[src/rtl/alu_sequencer.sv]
// alu_sequencer: sequences one ALU request at a time over the shared bus (load A, load B, exec, latch, read back).
// Optional `ALU_SEQ_PERF_EN adds a saturating completed-op counter on op_count.
`timescale 1ns/1ps
module alu_sequencer #(
   parameter int DATA_W      = 16,
   parameter int OP_W        = 3,
   parameter int EXEC_CYCLES = 1
`ifdef ALU_SEQ_PERF_EN
   ,
   parameter int CNT_W       = 16
`endif
) (
   input  logic              clk,
   input  logic              rst,
   input  logic              req_valid,
   output logic              req_ready,
   input  logic [OP_W-1:0]   req_op,
   input  logic [DATA_W-1:0] req_a,
   input  logic [DATA_W-1:0] req_b,
   output logic              rsp_valid,
   input  logic              rsp_ready,
   output logic [DATA_W-1:0] rsp_data,
   output logic [OP_W-1:0]   opControl,
   output logic              ALUin0,
   output logic              ALUin1,
   output logic              ALUOutLatch,
   output logic              ALUOutEn,
   output logic [DATA_W-1:0] bus_out,
   output logic              bus_oe,
   input  logic [DATA_W-1:0] bus_in,
   output logic              busy
`ifdef ALU_SEQ_PERF_EN
   ,
   output logic [CNT_W-1:0]  op_count
`endif
);

   typedef enum logic [2:0] {
      S_IDLE   = 3'd0,
      S_LOAD_A = 3'd1,
      S_LOAD_B = 3'd2,
      S_EXEC   = 3'd3,
      S_LATCH  = 3'd4,
      S_READ   = 3'd5,
      S_DONE   = 3'd6
   } state_t;

   localparam logic [3:0] EXEC_LOAD = 4'(EXEC_CYCLES - 1);

   if (EXEC_CYCLES < 1 || EXEC_CYCLES > 15) begin : g_bad_exec_cycles
      $error("alu_sequencer: EXEC_CYCLES=%0d outside legal range 1..15", EXEC_CYCLES);
   end

   state_t            state_r;
   state_t            state_s;
   logic [3:0]        exec_cnt_r;
   logic [3:0]        exec_cnt_s;
   logic [DATA_W-1:0] b_r;
   logic              accept_s;
   logic [DATA_W-1:0] bus_out_s;

   // next-state and exec countdown
   always_comb begin
      state_s    = state_r;
      exec_cnt_s = exec_cnt_r;
      accept_s   = 1'b0;
      case (state_r)
         S_IDLE: begin
            if (req_valid && req_ready) begin
               accept_s = 1'b1;
               state_s  = S_LOAD_A;
            end else begin
               state_s  = S_IDLE;
            end
         end
         S_LOAD_A: state_s = S_LOAD_B;
         S_LOAD_B: begin
            state_s    = S_EXEC;
            exec_cnt_s = EXEC_LOAD;
         end
         S_EXEC: begin
            if (exec_cnt_r == 4'd0) begin
               state_s = S_LATCH;
            end else begin
               exec_cnt_s = exec_cnt_r - 4'd1;
            end
         end
         S_LATCH: state_s = S_READ;
         S_READ:  state_s = S_DONE;
         S_DONE: begin
            if (rsp_ready) begin
               state_s = S_IDLE;
            end else begin
               state_s = S_DONE;
            end
         end
         default: state_s = S_IDLE;
      endcase
   end

   // LOAD_A is only entered from an accept, so the operand comes straight off the request
   always_comb begin
      bus_out_s = {DATA_W{1'b0}};
      case (state_s)
         S_LOAD_A: bus_out_s = req_a;
         S_LOAD_B: bus_out_s = b_r;
         default:  bus_out_s = {DATA_W{1'b0}};
      endcase
   end

   // state and exec counter registers
   always_ff @(posedge clk or posedge rst) begin
      if (rst) begin
         state_r    <= S_IDLE;
         exec_cnt_r <= 4'd0;
      end else begin
         state_r    <= state_s;
         exec_cnt_r <= exec_cnt_s;
      end
   end

   // operand B and opcode captured on accept
   always_ff @(posedge clk or posedge rst) begin
      if (rst) begin
         b_r       <= {DATA_W{1'b0}};
         opControl <= {OP_W{1'b0}};
      end else if (accept_s) begin
         b_r       <= req_b;
         opControl <= req_op;
      end else begin
         b_r       <= b_r;
         opControl <= opControl;
      end
   end

   // strobes and handshakes are registered decodes of the next state
   always_ff @(posedge clk or posedge rst) begin
      if (rst) begin
         req_ready   <= 1'b0;
         busy        <= 1'b0;
         rsp_valid   <= 1'b0;
         ALUin0      <= 1'b0;
         ALUin1      <= 1'b0;
         ALUOutLatch <= 1'b0;
         ALUOutEn    <= 1'b0;
         bus_oe      <= 1'b0;
         bus_out     <= {DATA_W{1'b0}};
      end else begin
         req_ready   <= (state_s == S_IDLE);
         busy        <= (state_s != S_IDLE);
         rsp_valid   <= (state_s == S_DONE);
         ALUin0      <= (state_s == S_LOAD_A);
         ALUin1      <= (state_s == S_LOAD_B);
         ALUOutLatch <= (state_s == S_LATCH);
         ALUOutEn    <= (state_s == S_READ);
         bus_oe      <= (state_s == S_LOAD_A) || (state_s == S_LOAD_B);
         bus_out     <= bus_out_s;
      end
   end

   // result captured from the bus while the ALU drives it
   always_ff @(posedge clk or posedge rst) begin
      if (rst) begin
         rsp_data <= {DATA_W{1'b0}};
      end else if (state_r == S_READ) begin
         rsp_data <= bus_in;
      end else begin
         rsp_data <= rsp_data;
      end
   end

`ifdef ALU_SEQ_PERF_EN
   // saturating count of completed DONE->IDLE handshakes
   always_ff @(posedge clk or posedge rst) begin
      if (rst) begin
         op_count <= {CNT_W{1'b0}};
      end else if (state_r == S_DONE && rsp_ready && op_count != {CNT_W{1'b1}}) begin
         op_count <= op_count + CNT_W'(1);
      end else begin
         op_count <= op_count;
      end
   end
`endif

endmodule

[config.mk]
export PLATFORM = sky130hd
export DESIGN_NAME = alu_sequencer
export DESIGN_NICKNAME = d
export VERILOG_FILES = /design/src/rtl/alu_sequencer.sv
export SDC_FILE = /design/constraint.sdc
export NUM_CORES = 1
export LEC_CHECK = 0
export CAP_MARGIN = 5
export CORE_MARGIN = 5
export CORE_UTILIZATION = 44
export CTS_CLUSTER_DIAMETER = 150
export DETAILED_ROUTE_END_ITERATION = 12
export PLACE_DENSITY = 0.76
export SYNTH_ARGS = -nofsm -noshare
export SYNTH_HDL_FRONTEND = slang
export SYNTH_SLANG_ARGS = --single-unit
[constraint.sdc]
create_clock -name clk -period 2.6 [get_ports clk]
set_input_delay 0.52 -clock clk [delete_from_list [all_inputs] [get_ports clk]]
set_output_delay 0.52 -clock clk [all_outputs]
set_load 0.05 [all_outputs]
[Yosys cells after proc, flatten, opt, wreduce, memory -nomap -nowiden]
Index checks and enable logic that the tools add are counted.
Word-level totals
  register bits after elaboration: 66
  output and inout port bits: 43
  word-level logic and storage cells: 44
Cells by class
  add/sub/neg operators: 1
  eq/ne operators: 12
  mux-type cells: 9
  reductions and logical operators: 8
Operator list (count)
  $pmux W16 S2: 1
  $pmux W3 S7: 1
  $eq A3 B3 Y1 const B: 6
  $eq A3 B2 Y1 const B: 3
  $pmux W4 S2: 1
  $eq A3 B1 Y1 const B: 2
  $logic_not A3 Y1: 2
  $mux W3: 2
  $logic_not A4 Y1: 1
  $mux W4: 1
  $sub A4 B1 Y4 const B: 1
  $mux W1: 3
  $reduce_bool A3 Y1: 1
  $ne A2 B2 Y1 const B: 1
  $reduce_and A2 Y1: 1
  $reduce_bool A2 Y1: 1
  $logic_and A1 B1 Y1: 1
  $logic_or A1 B1 Y1: 1

[Logic depth before layout (Yosys ltp)]
  depth in word-level cells: 5
  mapped depth: 5

[Worst setup path before layout]
Ideal clock, no wire load.
  path type: flip-flop to flip-flop
  start: reg req_ready
  end: reg b_r[0]
  arrival: 1.499 ns
  data required time: 2.475 ns
  slack: 0.976 ns
  stages on the path, launching flop included: 5
  buffers on the path: 1
  clock period less this slack: 1.624 ns
  cells stage by stage: dfrtp_1 -> nand2_1 -> nor4_4 -> buf_4 -> mux2_2
On the way
  cells in the longest elaborated chain, start to end: 3
RTL lines
  start: declaration: RTL line 16  | output logic req_ready,
  start signal: assignment: RTL line 149  | req_ready <= (state_s == S_IDLE);
  $logic_and A1 B1 Y1: RTL line 69  | if (req_valid && req_ready) begin
  $mux W1: RTL line 69
  $mux W1: RTL line 67  | case (state_r)
  end signal: assignment: RTL line 125  | b_r <= {DATA_W{1'b0}};
  end signal: assignment: RTL line 128  | b_r <= req_b;
  end signal: assignment: RTL line 131  | b_r <= b_r;
  end: declaration: RTL line 58  | logic [DATA_W-1:0] b_r;
No other way between the ends.
A chain may end at the register's enable or synchronous reset.

[Worst setup path in the final report]
  start: reg opControl[0]
  end: out opControl[0]
RTL lines
  start: declaration: RTL line 23  | output logic [OP_W-1:0] opControl,
  start signal: assignment: RTL line 126  | opControl <= {OP_W{1'b0}};
  start signal: assignment: RTL line 129  | opControl <= req_op;
  start signal: assignment: RTL line 132  | opControl <= opControl;
No word-level cell between the ends.

==> summary.md <==
| Metric | Value |
|---|---|
| Most frequent cells after synthesis | sky130_fd_sc_hd__dfrtp_1, sky130_fd_sc_hd__mux2_2, sky130_fd_sc_hd__a22o_1, sky130_fd_sc_hd__mux2_4, sky130_fd_sc_hd__o21ai_0 |
| Count of distinct cell types in the synthesized netlist | 35 |
| Worst setup slack before clock tree synthesis | 0.612 ns |
| Overflow left after global routing | 0 |
| Post-CTS Hold Fix Bufs | 0 |
| Count of unresolved DRC violations after routing | 0 |
| Cell count after synthesis | 171 |
| Number of nets with antenna violations after routing | 0 |
| Via count of the first global-routing pass | 1,840 |
| Achievable clock frequency | 493 MHz |
| Per-instance average area after synthesis | 15.1 um^2 |
| Pin slew with the least headroom to its limit | 0.752 ns |
| Hold Worst Slack | 0.491 ns |
| Most used standard cell by instance count after synthesis | sky130_fd_sc_hd__dfrtp_1 |
| Synth top area cells | sky130_fd_sc_hd__dfrtp_1, sky130_fd_sc_hd__mux2_2, sky130_fd_sc_hd__mux2_4 |
| I/O pin total | 98 |
| Max-cap violation count | 0 |
| TritonCTS Sinks | 66 |
| Die Outline Area | 7490 um^2 |
| Final WS setup | 0.570 ns |
| Reg-to-Reg Start | exec_cnt_r[1]$_DFFE_PP0P_ |
| Number of vias after detailed routing | 1,723 |
| Number of nets produced by synthesis | 228 |
| Minimum clock period | 2.03 ns |
| Post-synthesis register bit count | 66 |
| Yosys warning total | 0 |
| Critical path data required time | 2.08 ns |
| Max-Slew Margin vs Limit | 49.8% |
| Setup TNS | 0 ns |
| Largest family of logic cells by synthesized area | multiplexers |
| Post-synthesis share of cell area spent on and, or, nand and nor gates | 6.84% |
| Critical path startpoint | opControl[0]$_DFFE_PP0P_ |
| Arrival time worst endpoint | 1.51 ns |
| Initial detailed-routing violation count | 82 |
| Max Clock Skew | 0.00464 ns |
| Worst path max stage delay | 0.81 ns |
| Dominant cell type by area after synthesis | sky130_fd_sc_hd__dfrtp_1 |
| First-pass GRT wire length | 8.89 mm |
| Setup repair after global routing missed its margin | no |
| Clock tree from TritonCTS | yes |
| Antenna violations before repair | 0 |
| Predominant post-synthesis flop cell | sky130_fd_sc_hd__dfrtp_1 |
| Final wirelength | 5.43 mm |
| Vias per inst | 4.95 |
| Register area | 1650 um^2 |
| Tightest Hold Check Type | reg2reg |
| DP Wirelength | 3.94 mm |
| Clk slew on worst S/H paths | 0.06 ns |
| Highest net fanout along the worst path | 2 |
| Die width | 86.5 um |
| GRT Overall Usage | 15.5% |
| Placed Area | 3620 um^2 |
| Synthesized cell area | 2580 um^2 |
| Number of standard cells in the final layout excluding fillers | 348 |
| Hold Vio Cnt, Final | 0 |
| Count of flip-flops with a built-in enable after synthesis | 0 |
| TritonCTS buffer count | 9 |
| PD cells | 1260 nW/um^2 |
| Clock Latency Late Sink | 0.32 ns |
| Initial Util | 46.0% |
| Top-area cell type share of the netlist area | 64.1% |
| Multi-input combinational cell area | 856 um^2 |
| Worst ir drop on vdd | 0.000694 V |
| Post-Synth XOR/XNOR Area | 0% |
| Total inserted antenna cells | 0 |
| Crit-path cells | clkdlybuf4s50_1 |
| Number of setup buffers added after CTS | 0 |
| Post-synthesis compound-gate area fraction | 8.25% |
| Inst Count DP | 333 |
| Startpoint of the most critical hold path | b_r[6]$_DFFE_PP0P_ |
| Status | finished, final reports clean |
| Maximum number of pins on one net before global-route repair | 67 |
| Count of endpoints failing setup in the final report | 0 |
| Number of buffer and inverter stages on the critical path | 1 |
| Final Wtd Congestion | 0.773 |
| Portion of the post-synthesis area used by sequential elements | 64.1% |
| Number of port buffers | 97 |
| Routed WL per cell | 15.6 um |
| Number of resized instances in the post-cts repair step | 0 |
| Multiplexer share of the synthesized area | 17.1% |
| Family with the most delay on the worst path | buffers and inverters |
| Fill cell count | 429 |
| Pins over their slew limit | 0 |
| Share of post-route cells with drive strength above 1 | 20.7% |
| Critical path class | reg2out |
| FP Rows | 27 |
| Placeable core area | 5610 um^2 |
| Post-route cell area | 3830 um^2 |
| Startpoint kind of the worst setup timing path | register |
| Standard cell with the maximum stage delay on the critical path | sky130_fd_sc_hd__clkdlybuf4s50_1 |
| Synthesis-to-layout area growth | 48.5% |
| Clock root cell | sky130_fd_sc_hd__clkbuf_8 |
| Post-synthesis share of cell area spent on full adders, half adders and majority gates | 0.971% |
| Fraction of registers with async set/reset | 100% |
| Total iterations of the first detailed-routing run | 4 |
| Largest buffer count on any clock path | 2 |
| DIE HEIGHT | 86.5 um |
| H-Tree Depth | 3 |
| Static Leak | 1.71 nW |
| Final worst path period share | 78.1% |
| Net count of the finished layout | 329 |
| CP endpoint kind | primary output |
==> state kept, by name, indices dropped and copies added, names as in the netlist <==
register and flops:
busy 1, bus_oe 1, state_r 3, req_ready 1, opControl 3, rsp_data 16
ALUOutEn 1, rsp_valid 1, exec_cnt_r 4, ALUOutLatch 1, ALUin0 1, b_r 16
bus_out 16, ALUin1 1
==> kinds of logic (layout without fill, tap and decap cells) <==
logic type / after synthesis / in the layout
and+or+nand+nor: 26 / 26
adders and majority gates: 2 / 2
buffers and inverters: 13 / 118
DFF: 66 / 66
muxes: 36 / 36
AOI/OAI and AO/OA: 28 / 28
==> metal layers <==
layer,track usage [%],vias to the layer above,routed length (um),share of wire [%]
met2,22.7,80,2380,44
li1,-,808,-,-
met5,0,-,0,0
met3,5.61,11,565,10
met4,7.65,0,99,1.8
met1,20.2,824,2380,44
==> cell usage in the layout (no fill, tap or decap), drive strengths merged <==
| master | synthesis | layout |
|---|---|---|
| nor2b | 4 | 4 |
| nor4 | 1 | 1 |
| buf | 8 | 2 |
| bufinv | 0 | 1 |
| dfrtp | 66 | 66 |
| o221ai | 1 | 1 |
| mux2i | 1 | 1 |
| o211ai | 1 | 1 |
| nand4b | 1 | 1 |
| a21o | 1 | 1 |
| nor3b | 1 | 1 |
| ha | 2 | 2 |
| and3 | 1 | 1 |
| nor3 | 1 | 1 |
| nor2 | 3 | 3 |
| nand3 | 2 | 2 |
| o31a | 1 | 1 |
| or2 | 1 | 1 |
| clkbuf | 1 | 13 |
| or3b | 1 | 1 |
| o21ai | 6 | 6 |
| a22o | 16 | 16 |
| or3 | 2 | 2 |
| mux2 | 35 | 35 |
| clkinv | 0 | 1 |
| clkdlybuf4s50 | 0 | 97 |
| or4 | 1 | 1 |
| nand2 | 2 | 2 |
| inv | 4 | 4 |
| nand2b | 5 | 5 |
| a21oi | 2 | 2 |
==> worst reg2reg max path: stages, from the launching register on <==
cell	delay, ns
sky130_fd_sc_hd__dfrtp_1	0.41
sky130_fd_sc_hd__inv_1	0.12
sky130_fd_sc_hd__ha_1	0.17
sky130_fd_sc_hd__nor3b_1	0.40
sky130_fd_sc_hd__a21oi_1	0.16
sky130_fd_sc_hd__or3_1	0.33
==> report_power, final <==
group	total (mW)	leakage [nW]	switching [mW]	internal (mW)
Sequential	1.68	0.834	0.245	1.44
Clock	0.862	0.106	0.347	0.515
Combinational	2.28	0.768	1.34	0.934
==> area by class of cell <==
type	count	share of cell area, %
Clock buffer	13	4.41
Clock inverter	2	0.915
Inverter	4	0.392
Multi-Input combinational cell	92	22.4
Sequential cell	66	43.2
Tap cell	72	2.35
Timing Repair Buffer	99	26.4
==> stage by stage <==
step | power [mW] | utilization (%)
2_1_floorplan | 3.24 | -
3_3_place_gp | 3.96 | 64.6
3_5_place_dp | 4.00 | 64.6
4_1_cts | 4.88 | 68.3
5_1_grt | 5.07 | 68.3
6_report | 4.82 | 68.3
==> worst paths after layout <==
kind	to	slack, ns	depth (start not counted)
max	opControl[0]	0.57	1
min reg2reg	bus_out[6]$_DFF_PP0_	0.49	1
max reg2reg	state_r[0]$_DFF_PP0_	0.90	5
min in group asynchronous	rsp_data[7]$_DFFE_PP0P_	0.59	3
max in group asynchronous	ALUin1$_DFF_PP0_	1.75	3
min	bus_out[6]$_DFF_PP0_	0.49	1
(Power assumes the default switching activity.)
